--- src/rtl/matmul_sequencer_pkg.sv ---
// Shared types and constants for the matmul instruction sequencer:
// instruction layout, opcodes, FSM states and error codes.
package tpu_seq_pkg;

   localparam int OPCODE_W   = 3;
   localparam int ADDR_W     = 13;
   localparam int INSTR_W    = 16;
   localparam int OPCODE_LSB = ADDR_W;

   typedef enum logic [OPCODE_W-1:0] {
      OP_NOP         = 3'b000,
      OP_LOAD_WEIGHT = 3'b001,
      OP_LOAD_INPUT  = 3'b010,
      OP_MATMUL      = 3'b011,
      OP_STORE       = 3'b100,
      OP_HALT        = 3'b111
   } opcode_t;

   typedef enum logic [3:0] {
      S_IDLE,
      S_FETCH,
      S_DECODE,
      S_EXEC,
      S_MATMUL,
      S_WAIT_ACC,
      S_STORE,
      S_DONE,
      S_ERROR
   } state_t;

   localparam logic [1:0] ERR_NONE    = 2'b00;
   localparam logic [1:0] ERR_ILLEGAL = 2'b01;
   localparam logic [1:0] ERR_TIMEOUT = 2'b10;
   localparam logic [1:0] ERR_PC_OVF  = 2'b11;

   function automatic logic [OPCODE_W-1:0] instr_opcode(input logic [INSTR_W-1:0] instr);
      return instr[OPCODE_LSB +: OPCODE_W];
   endfunction

   function automatic logic [ADDR_W-1:0] instr_address(input logic [INSTR_W-1:0] instr);
      return instr[ADDR_W-1:0];
   endfunction

endpackage

--- src/rtl/matmul_sequencer_if.sv ---
// Sequencer-side bundle: program ROM port, datapath strobes, accumulator
// status and run status. master = sequencer, slave = surrounding system.
interface matmul_sequencer_if
   import tpu_seq_pkg::*;
#(
   parameter int PC_W = 8
);
   logic                start;
   logic [PC_W-1:0]     instr_addr;
   logic [INSTR_W-1:0]  instr_data;
   logic                acc1_full;
   logic                acc2_full;
   logic                load_weight;
   logic                load_input;
   logic                valid;
   logic                store;
   logic [ADDR_W-1:0]   base_address;
   logic                busy;
   logic                done;
   logic                error;
   logic [1:0]          err_code;

   modport master (
      input  start, instr_data, acc1_full, acc2_full,
      output instr_addr, load_weight, load_input, valid, store,
             base_address, busy, done, error, err_code
   );

   modport slave (
      output start, instr_data, acc1_full, acc2_full,
      input  instr_addr, load_weight, load_input, valid, store,
             base_address, busy, done, error, err_code
   );
endinterface

--- src/rtl/matmul_sequencer_counter.sv ---
// Loadable down-counter with zero flag; one instance serves both the MATMUL
// length and the accumulator-wait timeout since those phases never overlap.
module seq_cycle_counter #(
   parameter int W = 5
) (
   input  logic         clk,
   input  logic         reset,
   input  logic         load,
   input  logic [W-1:0] load_value,
   input  logic         dec,
   output logic         zero
);
   logic [W-1:0] count;

   always_ff @(posedge clk) begin
      if (!reset) begin
         count <= '0;
      end else if (load) begin
         count <= load_value;
      end else if (dec && (count != '0)) begin
         count <= count - 1'b1;
      end
   end

   assign zero = (count == '0);
endmodule

--- src/rtl/matmul_sequencer.sv ---
// Instruction-driven sequencer for the 2x2 systolic matmul datapath.
//
// state      | meaning
// S_IDLE     | after reset, waiting for start
// S_FETCH    | instr_addr = pc presented to ROM
// S_DECODE   | ROM data valid, opcode decoded, address field latched
// S_EXEC     | one-cycle load strobe (or nothing for NOP)
// S_MATMUL   | valid held for MATMUL_CYCLES cycles
// S_WAIT_ACC | waiting for both accumulators full, with timeout
// S_STORE    | one-cycle store strobe
// S_DONE     | HALT reached, done held until next start
// S_ERROR    | fault, error/err_code held until next start
module matmul_sequencer
   import tpu_seq_pkg::*;
#(
   parameter int PC_W          = 8,
   parameter int MATMUL_CYCLES = 5,
   parameter int ACC_TIMEOUT   = 16
) (
   input  logic                clk,
   input  logic                reset,
   matmul_sequencer_if.master  bus
);
   localparam int CNT_MAX = (MATMUL_CYCLES > ACC_TIMEOUT) ? MATMUL_CYCLES : ACC_TIMEOUT;
   localparam int CNT_W   = $clog2(CNT_MAX + 1);
   localparam logic [PC_W-1:0]  PC_LAST = '1;
   localparam logic [CNT_W-1:0] MM_LOAD = CNT_W'(MATMUL_CYCLES - 1);
   localparam logic [CNT_W-1:0] TO_LOAD = CNT_W'(ACC_TIMEOUT - 1);

   state_t               state, state_next;
   logic [PC_W-1:0]      pc;
   logic [ADDR_W-1:0]    ir_addr;
   logic [OPCODE_W-1:0]  dec_op;
   logic [ADDR_W-1:0]    dec_addr;
   logic                 start_ok, finish, pc_inc, err_set;
   logic [1:0]           err_val;
   logic                 cnt_load, cnt_dec, cnt_zero;
   logic [CNT_W-1:0]     cnt_value;

   assign dec_op   = instr_opcode(bus.instr_data);
   assign dec_addr = instr_address(bus.instr_data);

   seq_cycle_counter #(.W(CNT_W)) u_cnt (
      .clk        (clk),
      .reset      (reset),
      .load       (cnt_load),
      .load_value (cnt_value),
      .dec        (cnt_dec),
      .zero       (cnt_zero)
   );

   always_ff @(posedge clk) begin
      if (!reset) state <= S_IDLE;
      else        state <= state_next;
   end

   always_comb begin
      state_next = state;
      start_ok   = 1'b0;
      finish     = 1'b0;
      pc_inc     = 1'b0;
      err_set    = 1'b0;
      err_val    = ERR_NONE;
      cnt_load   = 1'b0;
      cnt_dec    = 1'b0;
      cnt_value  = '0;
      unique case (state)
         S_IDLE, S_DONE, S_ERROR: begin
            if (bus.start) begin
               state_next = S_FETCH;
               start_ok   = 1'b1;
            end
         end
         S_FETCH: state_next = S_DECODE;
         S_DECODE: begin
            case (dec_op)
               OP_HALT: state_next = S_DONE;
               OP_MATMUL: begin
                  state_next = S_MATMUL;
                  cnt_load   = 1'b1;
                  cnt_value  = MM_LOAD;
               end
               OP_STORE: begin
                  state_next = S_WAIT_ACC;
                  cnt_load   = 1'b1;
                  cnt_value  = TO_LOAD;
               end
               OP_NOP, OP_LOAD_WEIGHT, OP_LOAD_INPUT: state_next = S_EXEC;
               default: begin
                  state_next = S_ERROR;
                  err_set    = 1'b1;
                  err_val    = ERR_ILLEGAL;
               end
            endcase
         end
         S_EXEC: finish = 1'b1;
         S_MATMUL: begin
            if (cnt_zero) finish  = 1'b1;
            else          cnt_dec = 1'b1;
         end
         S_WAIT_ACC: begin
            if (bus.acc1_full && bus.acc2_full) begin
               state_next = S_STORE;
            end else if (cnt_zero) begin
               state_next = S_ERROR;
               err_set    = 1'b1;
               err_val    = ERR_TIMEOUT;
            end else begin
               cnt_dec = 1'b1;
            end
         end
         S_STORE: finish = 1'b1;
         default: state_next = S_IDLE;
      endcase
      // The last ROM slot may not complete unless it is HALT: no wrap to 0.
      if (finish) begin
         if (pc == PC_LAST) begin
            state_next = S_ERROR;
            err_set    = 1'b1;
            err_val    = ERR_PC_OVF;
         end else begin
            state_next = S_FETCH;
            pc_inc     = 1'b1;
         end
      end
   end

   always_ff @(posedge clk) begin
      if (!reset) begin
         pc               <= '0;
         ir_addr          <= '0;
         bus.load_weight  <= 1'b0;
         bus.load_input   <= 1'b0;
         bus.valid        <= 1'b0;
         bus.store        <= 1'b0;
         bus.base_address <= '0;
         bus.busy         <= 1'b0;
         bus.done         <= 1'b0;
         bus.error        <= 1'b0;
         bus.err_code     <= ERR_NONE;
      end else begin
         bus.load_weight <= (state_next == S_EXEC) && (dec_op == OP_LOAD_WEIGHT);
         bus.load_input  <= (state_next == S_EXEC) && (dec_op == OP_LOAD_INPUT);
         bus.valid       <= (state_next == S_MATMUL);
         bus.store       <= (state_next == S_STORE);
         bus.busy        <= !(state_next inside {S_IDLE, S_DONE, S_ERROR});
         bus.done        <= (state_next == S_DONE);
         bus.error       <= (state_next == S_ERROR);
         if (state == S_DECODE) ir_addr <= dec_addr;
         if ((state_next == S_EXEC) &&
             ((dec_op == OP_LOAD_WEIGHT) || (dec_op == OP_LOAD_INPUT))) begin
            bus.base_address <= dec_addr;
         end else if (state_next == S_STORE) begin
            bus.base_address <= ir_addr;
         end
         if (start_ok) begin
            pc           <= '0;
            bus.err_code <= ERR_NONE;
         end else if (pc_inc) begin
            pc <= pc + 1'b1;
         end
         if (err_set) bus.err_code <= err_val;
      end
   end

   assign bus.instr_addr = pc;
endmodule

--- src/flat_wrapper.sv ---
// flat-port wrapper written by rule: the top's interface ports become plain ports
module matmul_sequencer_flat import tpu_seq_pkg::*;
#(
   parameter int PC_W          = 8,
   parameter int MATMUL_CYCLES = 5,
   parameter int ACC_TIMEOUT   = 16
)
  (clk, reset, bus_start, bus_instr_data, bus_acc1_full, bus_acc2_full, bus_instr_addr, bus_load_weight, bus_load_input, bus_valid, bus_store, bus_base_address, bus_busy, bus_done, bus_error, bus_err_code);
  matmul_sequencer_if #(.PC_W(PC_W)) bus_i ();
  input  logic clk;
  input  logic reset;
  input wire logic [$bits(bus_i.start)-1:0] bus_start;
  input wire logic [$bits(bus_i.instr_data)-1:0] bus_instr_data;
  input wire logic [$bits(bus_i.acc1_full)-1:0] bus_acc1_full;
  input wire logic [$bits(bus_i.acc2_full)-1:0] bus_acc2_full;
  output wire logic [$bits(bus_i.instr_addr)-1:0] bus_instr_addr;
  output wire logic [$bits(bus_i.load_weight)-1:0] bus_load_weight;
  output wire logic [$bits(bus_i.load_input)-1:0] bus_load_input;
  output wire logic [$bits(bus_i.valid)-1:0] bus_valid;
  output wire logic [$bits(bus_i.store)-1:0] bus_store;
  output wire logic [$bits(bus_i.base_address)-1:0] bus_base_address;
  output wire logic [$bits(bus_i.busy)-1:0] bus_busy;
  output wire logic [$bits(bus_i.done)-1:0] bus_done;
  output wire logic [$bits(bus_i.error)-1:0] bus_error;
  output wire logic [$bits(bus_i.err_code)-1:0] bus_err_code;
  assign bus_i.start = bus_start;
  assign bus_i.instr_data = bus_instr_data;
  assign bus_i.acc1_full = bus_acc1_full;
  assign bus_i.acc2_full = bus_acc2_full;
  assign bus_instr_addr = bus_i.instr_addr;
  assign bus_load_weight = bus_i.load_weight;
  assign bus_load_input = bus_i.load_input;
  assign bus_valid = bus_i.valid;
  assign bus_store = bus_i.store;
  assign bus_base_address = bus_i.base_address;
  assign bus_busy = bus_i.busy;
  assign bus_done = bus_i.done;
  assign bus_error = bus_i.error;
  assign bus_err_code = bus_i.err_code;
  matmul_sequencer #(.PC_W(PC_W), .MATMUL_CYCLES(MATMUL_CYCLES), .ACC_TIMEOUT(ACC_TIMEOUT)) u_core (.clk(clk), .reset(reset), .bus(bus_i));
endmodule
--- config.mk ---
export PLATFORM = sky130hd
export DESIGN_NAME = matmul_sequencer_flat
export DESIGN_NICKNAME = d
export VERILOG_FILES = /design/src/rtl/matmul_sequencer_pkg.sv /design/src/rtl/matmul_sequencer_if.sv /design/src/rtl/matmul_sequencer_counter.sv /design/src/rtl/matmul_sequencer.sv /design/src/flat_wrapper.sv
export SDC_FILE = /design/constraint.sdc
export NUM_CORES = 1
export LEC_CHECK = 0
export BUFFER_PORTS_ARGS = -buffer_cell sky130_fd_sc_hd__clkbuf_2
export CORE_UTILIZATION = 51
export CTS_CLUSTER_DIAMETER = 120
export CTS_CLUSTER_SIZE = 20
export DETAILED_ROUTE_END_ITERATION = 10
export GPL_TIMING_DRIVEN = 0
export MAX_ROUTING_LAYER = met4
export PLACE_DENSITY_LB_ADDON = 0.15
export SLEW_MARGIN = 10
export SYNTH_ARGS = -nofsm -noshare
export SYNTH_HDL_FRONTEND = slang
export SYNTH_SLANG_ARGS = --single-unit
--- constraint.sdc ---
create_clock -name clk -period 4.9 [get_ports clk]
set_input_delay 0 -clock clk [delete_from_list [all_inputs] [get_ports clk]]
set_output_delay 0 -clock clk [all_outputs]
set_load 0.02 [all_outputs]
After elaboration in Yosys (flattened, before gate mapping)
Index checks and enable logic that the tools add are counted.
Cells by class
  eq/ne operators: 19
  magnitude comparators: 0
  add/sub/neg operators: 2
  shifts and indexed selects: 0
  divide/modulo/power cells: 0
  reduce and logical (&&, ||, !) cells: 23
  multipliers: 0
  multiplexer cells: 37
  bitwise logic cells: 1
Operator list (count)
  $eq A4 B3 Y1 const B: 7
  $mux W13: 2
  $mux W4: 5
  $pmux W4 S5: 1
  $pmux W4 S4: 1
  $mux W5: 3
  $mux W1: 14
  $eq A4 B2 Y1 const B: 3
  $mux W2: 6
  $reduce_or A3 Y1: 3
  $add A8 B1 Y8 const B: 1
  $eq A4 B4 Y1 const B: 2
  $eq A8 B8 Y1 const B: 1
  $logic_not A4 Y1: 2
  $pmux W4 S2: 1
  $eq A3 B2 Y1 const B: 2
  $eq A3 B3 Y1 const B: 2
  $pmux W1 S2: 3
  $reduce_bool A2 Y1: 3
  $reduce_or A2 Y1: 3
  $reduce_or A6 Y1: 1
  $logic_and A1 B1 Y1: 5
  $logic_not A5 Y1: 1
  $reduce_bool A5 Y1: 1
  9 further kinds: 9
Word-level totals
  RAM bits: 0
  input bits: 21
  flip-flop bits (word level): 52
  word-level logic and storage cells: 95
  ROM bits: 0
  bits in latches: 0
  output and inout bits: 30
  memories: 0

Depth between registers and ports, before layout
Gate-level depths: netlist (run 1).
  word-level depth: 8
  gate-level depth with buffers: 10
  depth with buffers taken out: 8

Modules after synthesis
From an unflattened synthesis (run 1), not the netlist that was laid out.
Second synthesis, totals
  cells, all modules: 296
  area, all modules: 2640.0 um2
By module, submodules not included
  matmul_sequencer: cells each 259, area each 2341.0 um2, seq. area each 940.9 um2, instances 1
  seq_cycle_counter: cells each 37, area each 299.0 um2, seq. area each 100.1 um2, instances 1

Least setup slack after synthesis (run 1)
OpenSTA, ideal clock, no wires.
  kind: register -> register
  start: register u_core.u_cnt.count[0]
  end: register u_core.bus.load_input
  buffers on the path: 1
  setup slack: 2279 ps
  stages on the path, launching flop included: 10
  required time: 4827 ps
  library setup time: 73 ps
  clock period less this slack: 2621 ps
  arrival: 2549 ps
  cell sequence: dfxtp_1 inv_1 ha_1 nor4b_4 nor3b_1 or4b_4 or4b_1 buf_2 or4_4 nor3b_2
Between the ends
  cells in the longest elaborated chain, start to end: 7
  elaborated cells between the ends (all ways): 9
  those cells by class: 1 x eq/ne; 6 x mux; 2 x reduce/logical
Ends and longest elaborated chain
  start, declared: RTL line matmul_sequencer_counter.sv:13  | logic [W-1:0] count;
  start signal, assigned: RTL line matmul_sequencer_counter.sv:19  | count <= load_value;
  start signal, assigned: RTL line matmul_sequencer_counter.sv:21  | count <= count - 1'b1;
  $logic_not A5 Y1 *: RTL line matmul_sequencer_counter.sv:25  | assign zero = (count == '0);
  $mux W4: RTL line matmul_sequencer.sv:104  | end else if (cnt_zero) begin
  $mux W4: RTL line matmul_sequencer.sv:102  | if (bus.acc1_full && bus.acc2_full) begin
  $pmux W4 S5: RTL line matmul_sequencer.sv:67  | unique case (state)
  $mux W4 *: RTL line matmul_sequencer.sv:116  | if (finish) begin
  $eq A4 B2 Y1 *: RTL line matmul_sequencer.sv:143  | bus.load_input <= (state_next == S_EXEC) && (dec_op == OP_LOAD_INPUT);
  $logic_and A1 B1 Y1 *: RTL line matmul_sequencer.sv:143
  end signal, assigned: RTL line matmul_sequencer.sv:143
  end, declared: RTL line matmul_sequencer_if.sv:25  | output instr_addr, load_weight, load_input, valid, store,
Mark *: on every way between the ends. The rest lies on a longest branch, timed or not.
A chain may end at the register's enable or synchronous reset.

Worst setup path after layout (run 1)
  start: register u_core.u_cnt.count[0]
  end: register u_core.bus.base_address[7] in the netlist's numbering
Between the ends
  cells in the longest elaborated chain, start to end: 8
  elaborated cells between the ends (all ways): 12
  those cells by class: 2 x eq/ne; 7 x mux; 3 x reduce/logical
Ends and longest elaborated chain
  $logic_not A5 Y1 *: RTL line matmul_sequencer_counter.sv:25
  $mux W4: RTL line matmul_sequencer.sv:104
  $mux W4: RTL line matmul_sequencer.sv:102
  $pmux W4 S5: RTL line matmul_sequencer.sv:67
  $mux W4 *: RTL line matmul_sequencer.sv:116
  $eq A4 B2 Y1: RTL line matmul_sequencer.sv:150  | if ((state_next == S_EXEC) &&
  $logic_and A1 B1 Y1: RTL line matmul_sequencer.sv:150
  $mux W13 or $reduce_bool A2 Y1 (tied branches)
  end signal, assigned: RTL line matmul_sequencer.sv:152  | bus.base_address <= dec_addr;
  end signal, assigned: RTL line matmul_sequencer.sv:154  | bus.base_address <= ir_addr;
  end, declared: RTL line matmul_sequencer_if.sv:26  | base_address, busy, done, error, err_code
Marked as above.

==> flow_summary.yaml, run 1 <==
cells_and_area:
  finalNetCount: 379
  layout_commonest_cell: "dfxtp_1"
  drive_gt1_share_pct: 19.7
  area_growth_pct: 22.9
  antenna_cells: 0
  layout_common_cells: "dfxtp_1 (52), clkbuf_2 (47), nand2_1 (43), a21oi_1 (25), o21ai_0 (20)"
  design_area_sq_um: 3050
global_routing:
  grt_pass1_vias: 2136
  grt_overflow: 0
  grt_use_total_pct: 25.2
  grt_max_degree: 19
  met1_usage_pct: 33.1
  grt_pass1_wl_mm: 9.85
  met2_usage_pct: 40.1
  grt_busiest_layer: "met2"
  antenna_found_initial: 0
  met3_usage_pct: 4.50
sta:
  setup_tns_ps: 0
  slew_violations: 0
  relSlewSlack_pct: 33.0
  finalSetupViolCount: 0
  skew_ps: 8.92
  tightest_slew_ps: 1000
  finalHoldViolCount: 0
  period_needed_ps: 3200
  clock.fmax_mhz: 313
  grt_setup_unrepaired: "false"
  fin_crit_sh_pct: 65.3
synthesis:
  synth-edff-count: 0
  synth-async-reset-ratio_pct: 0
  ys_types: 48
  ys_warn_count: 0
  ys.flop_type: "dfxtp_1"
  syn_avg_cell_area_sq_um: 8.73
  synth-seq-cells: 52
  synthCells: 284
  synthesis.area_sq_um: 2480
  yosysSeqAreaShare_pct: 42.0
  synth_nets: 308
floorplan:
  die_w_um: 71.7
  io_pins: 51
  initial_core_util_pct: 52.9
  num_rows: 25
  die_y_um: 71.7
  core-area_sq_um: 4690
  die_area_sq_um: 5150
drt:
  drt-initial-drc-count: 205
  wl_mm: 6.14
  via_per_inst: 5.81
  first_pass_iters: 4
  via_count: 2381
  wl_per_cell_um: 15.0
  post-route-drc-count: 0
  ant_nets: 0
clock_network:
  cts_tree: "yes"
  path_clk_slew_ps: 100
  postCtsSetupBuffers: 0
  postCtsHoldBufs: 17
  clockBufferDepth: 2
  htreeDepth: 2
  cts_root_buffer: "clkbuf_8"
  cts_sinks: 52
  cts-resized-gates: 0
  cts_buffers: 5
  clock_latency_ps: 310
job:
  maxCapViolCount: 0
hold_path:
  hold_class: "primary input to flip-flop"
  worstHoldStart: "reset"
  whs_path_depth: 3
critical_path:
  rr_worst_depth: 9
  start_kind: "flip-flop"
  worstPathMaxFanout: 10
  arrival_ps: 3450
  worst-r2r-setup-slack_ps: 1700
  r2r_start: "u_core.u_cnt.count[0]$_SDFFE_PN0P_"
  crit_start: "u_core.u_cnt.count[0]$_SDFFE_PN0P_"
  path_class: "flip-flop to flip-flop"
  worstPathRequired_ps: 5150
  end_kind: "flip-flop"
placement:
  place_congestion: 0.980
  placed_cell_area_sq_um: 2780
  dp_hpwl_mm: 4.19
  portBuffers: 47
power_and_ir_drop:
  fin_total_pwr_w: 0.000995
  power.density_nw_per_um2: 327
  ir_drop_v: 0.000228
  leakage_nw: 1.21
outcome:
  run_status: "finished, final reports clean"
==> worst paths after layout <==
check	end
worst max-delay path	u_core.bus.base_address[7]$_SDFFE_PN0P_
worst min-delay path	u_core.u_cnt.count[3]$_SDFFE_PN0P_
worst min register to register	u_core.ir_addr[4]$_SDFFE_PN0P_
worst max register to register	u_core.bus.base_address[7]$_SDFFE_PN0P_
==> critical path: stages, from the launching register on <==
cell,delay (ps)
dfxtp_1,340
inv_1,100
ha_1,180
or4b_1,510
o32a_1,440
nor2_2,340
o2111ai_1,380
clkbuf_1,350
o21ai_0,280
o311a_1,230
==> registers in the layout, indices dropped and copies added (netlist names), 2 cells and up <==
signal,flops
u_core.bus.base_address,13
u_core.ir_addr,13
u_core.bus.instr_addr,8
u_core.u_cnt.count,5
u_core.state,4
u_core.bus.err_code,2
==> stage by stage <==
step | utilization [%] | worst slack, ps | instances | hold WS, ps
2_1_floorplan | - | 2280 | 284 | 136
3_3_place_gp | 59.3 | 1840 | 385 | 241
3_5_place_dp | 59.3 | 1850 | 385 | 250
4_1_cts | 65.0 | 1830 | 410 | 50.4
5_1_grt | 65.0 | 1530 | 410 | 63.6
6_report | 65.0 | 1700 | 410 | 37.4
==> routing by layer <==
layer	vias up	routed length, um
li1	1170	-
met1	1130	2830
met2	70	2890
met3	11	329
met4	0	92
met5	-	0
==> cell families (layout without fill, tap and decap cells) <==
kind of cell | Yosys count | in the layout | share of synthesized area [%]
flip-flops | 52 | 52 | 42.0
buffers and inverters | 26 | 98 | 4.49
AO/OA/AOI/OAI | 76 | 76 | 20.1
XOR/XNOR | 11 | 11 | 3.89
AND/OR/NAND/NOR | 103 | 103 | 22.8
adder cells (fa/ha/maj) | 3 | 3 | 1.51
multiplexers | 13 | 13 | 5.25
==> final cells by class <==
class                   count  area [sq um]
plain buffers              20          88.8
clock inverters             3          26.3
inverters                   6          22.5
well taps                  54          67.6
fillers                   420          1640
repair buffers             64           405
flip-flops and latches     52          1040
clock buffers               5          68.8
multi-input cells         206          1330
==> where the power goes <==
part           total, W  switching, W  internal [W]
Combinational  0.000262      0.000164     0.0000977
Clock          0.000256      0.000151      0.000105
Sequential     0.000477     0.0000224      0.000454
Total          0.000995      0.000338      0.000658
==> Yosys cell counts (3+ instances only) <==
cell type  count  area share [%]
nand2_1       43             6.5
nor2_1        11             1.7
a31oi_1        3            0.76
inv_1          6            0.91
xnor2_1        3             1.1
nand2b_1       3            0.76
ha_1           3             1.5
buf_2          5             1.0
dfxtp_1       52              42
o21ai_0       20             4.0
nand3_1       10             2.0
clkbuf_1      13             2.0
a21oi_1       25             5.0
nor3_1         6             1.2
o311a_1       13             5.2
a211oi_1       3            0.91
and3_1         4             1.0
mux2i_1       13             5.2
xor2_1         8             2.8
(Power assumes the default switching activity.)
==> run 2: changes to the inputs <==
--- a/config.mk
+++ b/config.mk
@@ -5,6 +5,7 @@
 export SDC_FILE = /design/constraint.sdc
 export NUM_CORES = 1
 export LEC_CHECK = 0
+export ABC_AREA = 1
 export BUFFER_PORTS_ARGS = -buffer_cell sky130_fd_sc_hd__clkbuf_2
 export CORE_UTILIZATION = 51
 export CTS_CLUSTER_DIAMETER = 120
==> constraint.sdc (replaced) <==
create_clock -name clk -period 3.1 [get_ports clk]
set_input_delay 0 -clock clk [delete_from_list [all_inputs] [get_ports clk]]
set_output_delay 0 -clock clk [all_outputs]
set_load 0.02 [all_outputs]
==> run 2 against run 1 <==
Global-route usage down 0.98 points. Worst hold slack worse by 24 ps. Fmax up 44%. Highest routed layer unchanged.
==> flow_summary.yaml, run 2 <==
synthesis:
  synth_top_area_share_pct: 40.8
  ys_warn_count: 0
  synth-edff-count: 0
  synth-async-reset-ratio_pct: 0
  synthesis.area_sq_um: 2550
  ys_types: 31
  synth_common_cells: "nand2_1 (90), dfxtp_1 (52), a21oi_1 (42), inv_1 (42), nor2_1 (29)"
  netlist_top_cells_area: "dfxtp_1 (41%), nand2_1 (13%), a21oi_1 (8.2%)"
  ys.flop_type: "dfxtp_1"
  yosysMostFrequentCell: "nand2_1"
  syn_avg_cell_area_sq_um: 6.91
  synth_nets: 393
  synth-seq-cells: 52
  yosysSeqAreaShare_pct: 40.8
  yosysTopAreaCell: "dfxtp_1"
  synthCells: 369
clock_network:
  clock_latency_ps: 300
  cts_tree: "yes"
  cts-resized-gates: 0
  cts_buffers: 5
  cts_root_buffer: "clkbuf_8"
  htreeDepth: 2
  cts_sinks: 52
  clockBufferDepth: 2
  postCtsSetupBuffers: 0
  path_clk_slew_ps: 100
critical_path:
  crit_buf_inv: 4
  crit_path_cell_trace: "inv_1, ha_1, inv_1, nor2_1, nand2_1, inv_1, a31oi_4, nand2_2, a21oi_4, nand3_4, buf_2, nand3_1, a21oi_1"
  arrival_ps: 2410
  crit_top_cell: "inv_1"
  slowest_stage: "dfxtp_1"
  max_stage_delay_ps: 340
  worstPathRequired_ps: 3280
  start_kind: "flip-flop"
  end_kind: "flip-flop"
  worstPathMaxFanout: 10
  crit_family: "compound AO/OA/AOI/OAI gates"
  path_class: "flip-flop to flip-flop"
cells_and_area:
  design_area_sq_um: 3150
  layout_common_cells: "nand2_1 (90), dfxtp_1 (52), clkbuf_2 (49), inv_1 (42), a21oi_1 (42)"
  layout_commonest_cell: "nand2_1"
  area_growth_pct: 23.6
  multi_input_area_sq_um: 1270
  drive_gt1_share_pct: 17.5
  finalNetCount: 464
  seqCellArea_sq_um: 1040
  antenna_cells: 0
  fill_cells: 432
power_and_ir_drop:
  power.density_nw_per_um2: 647
  ir_drop_v: 0.000434
  leakage_nw: 1.51
floorplan:
  core-area_sq_um: 4750
  initial_core_util_pct: 53.6
  num_rows: 25
  die_y_um: 72.7
  die_area_sq_um: 5280
  io_pins: 51
  die_w_um: 72.7
drt:
  post-route-drc-count: 0
  via_per_inst: 5.06
  drt-initial-drc-count: 130
  via_count: 2572
  ant_nets: 0
  wl_per_cell_um: 11.6
  first_pass_iters: 4
  wl_mm: 5.89
placement:
  placed_cell_area_sq_um: 2880
  place_congestion: 0.874
  dp_hpwl_mm: 4.42
  portBuffers: 49
sta:
  fin_crit_sh_pct: 71.8
  setup_tns_ps: 0
  slew_violations: 0
  clock.fmax_mhz: 449
  finalSetupViolCount: 0
  skew_ps: 5.69
  relSlewSlack_pct: 70.8
  tightest_slew_ps: 438
  finalHoldViolCount: 0
  period_needed_ps: 2230
  grt_setup_unrepaired: "false"
global_routing:
  grt_max_degree: 17
  grt_pass1_wl_mm: 9.74
  grt_use_total_pct: 24.2
  antenna_found_initial: 0
  grt_overflow: 0
  grt_pass1_vias: 2251
outcome:
  run_status: "finished, final reports clean"
hold_path:
  hold_class: "primary input to flip-flop"
job:
  maxCapViolCount: 0
[run 2: cell count changes after synthesis, moves of 4 or more]
cell	change
mux2i_1	-13
nand2_1	+47
o311a_1	-13
xor2_1	-8
inv_1	+36
a21oi_1	+17
o21ai_0	+5
nand4_1	+15
nor2_1	+18
nand3_1	+16
and3_1	-4
nand2_2	+5
[run 2: per-stage QoR]
step	hold slack (ps)	std cells	power, W	utilization, %	setup WS [ps]
after floorplan	148	369	0.00136	-	1200
after global placement	255	485	0.00153	60.5	941
after detailed placement	258	485	0.00154	60.5	917
after CTS	2.73	508	0.00204	66.2	888
after global routing	23.2	508	0.00219	66.2	653
final	13.7	508	0.00204	66.2	873
[run 2: final timing paths]
path / start / endpoint / slack, ps / depth (start not counted)
setup / recovery: u_core.u_cnt.count[0]$_SDFFE_PN0P_ / u_core.bus.base_address[4]$_SDFFE_PN0P_ / 870 / 13
hold / removal: bus_instr_data[15] / u_core.bus.load_weight$_SDFF_PN0_ / 10 / 4
setup reg to reg: u_core.u_cnt.count[0]$_SDFFE_PN0P_ / u_core.bus.base_address[4]$_SDFFE_PN0P_ / 870 / 13
hold reg to reg: u_core.bus.instr_addr[4]$_SDFFE_PP0P_ / u_core.bus.instr_addr[4]$_SDFFE_PP0P_ / 480 / 1
[run 2: cells by family after synthesis]
| kind of cell | Yosys count | synth area share (%) |
|---|---|---|
| and+or+nand+nor | 178 | 31.5 |
| AOI/OAI and AO/OA | 75 | 16.5 |
| buffers and inverters | 60 | 9.28 |
| DFF | 52 | 40.8 |
| adders and majority gates | 3 | 1.47 |
| xor gates and xnor gates | 1 | 0.344 |
[run 2: where the power goes]
group | switching [W] | leakage, nW | internal [W] | total (W)
clock | 0.000227 | 0.0614 | 0.000264 | 0.000492
combinational | 0.000493 | 1.02 | 0.000225 | 0.000718
sequential | 0.0000604 | 0.421 | 0.000768 | 0.000829
total | 0.000781 | 1.51 | 0.00126 | 0.00204
[run 2: metal layers]
| layer | track usage [%] | share of wire (%) | vias to the layer above |
|---|---|---|---|
| met5 | - | 0 | - |
| met3 | 4.14 | 4.4 | 7 |
| met4 | 6.75 | 0.93 | 0 |
| li1 | - | - | 1352 |
| met2 | 37.9 | 48 | 57 |
| met1 | 32.2 | 47 | 1156 |
[run 2: what timing repair did]
item	4_1_cts	5_1_grt
hold buffers	15	0
hold endpoints to repair	15	0
setup endpoints to repair	0	0
[run 2: worst min-delay path: stages]
cell and delay [ps]:
clkbuf_2 130, nor3_1 70, nand2_1 50, nor2_1 30
[run 2: final cells by class]
cell class                      instances  area share [%]
Multi-Input combinational cell        257            40.4
Sequential cell                        52            33.1
Timing Repair Buffer                   64            12.6
Inverter                               45            5.36
Tap cell                               67            2.66
Clock buffer                            6            2.62
Buffer                                 15            2.15
Clock inverter                          2            1.23
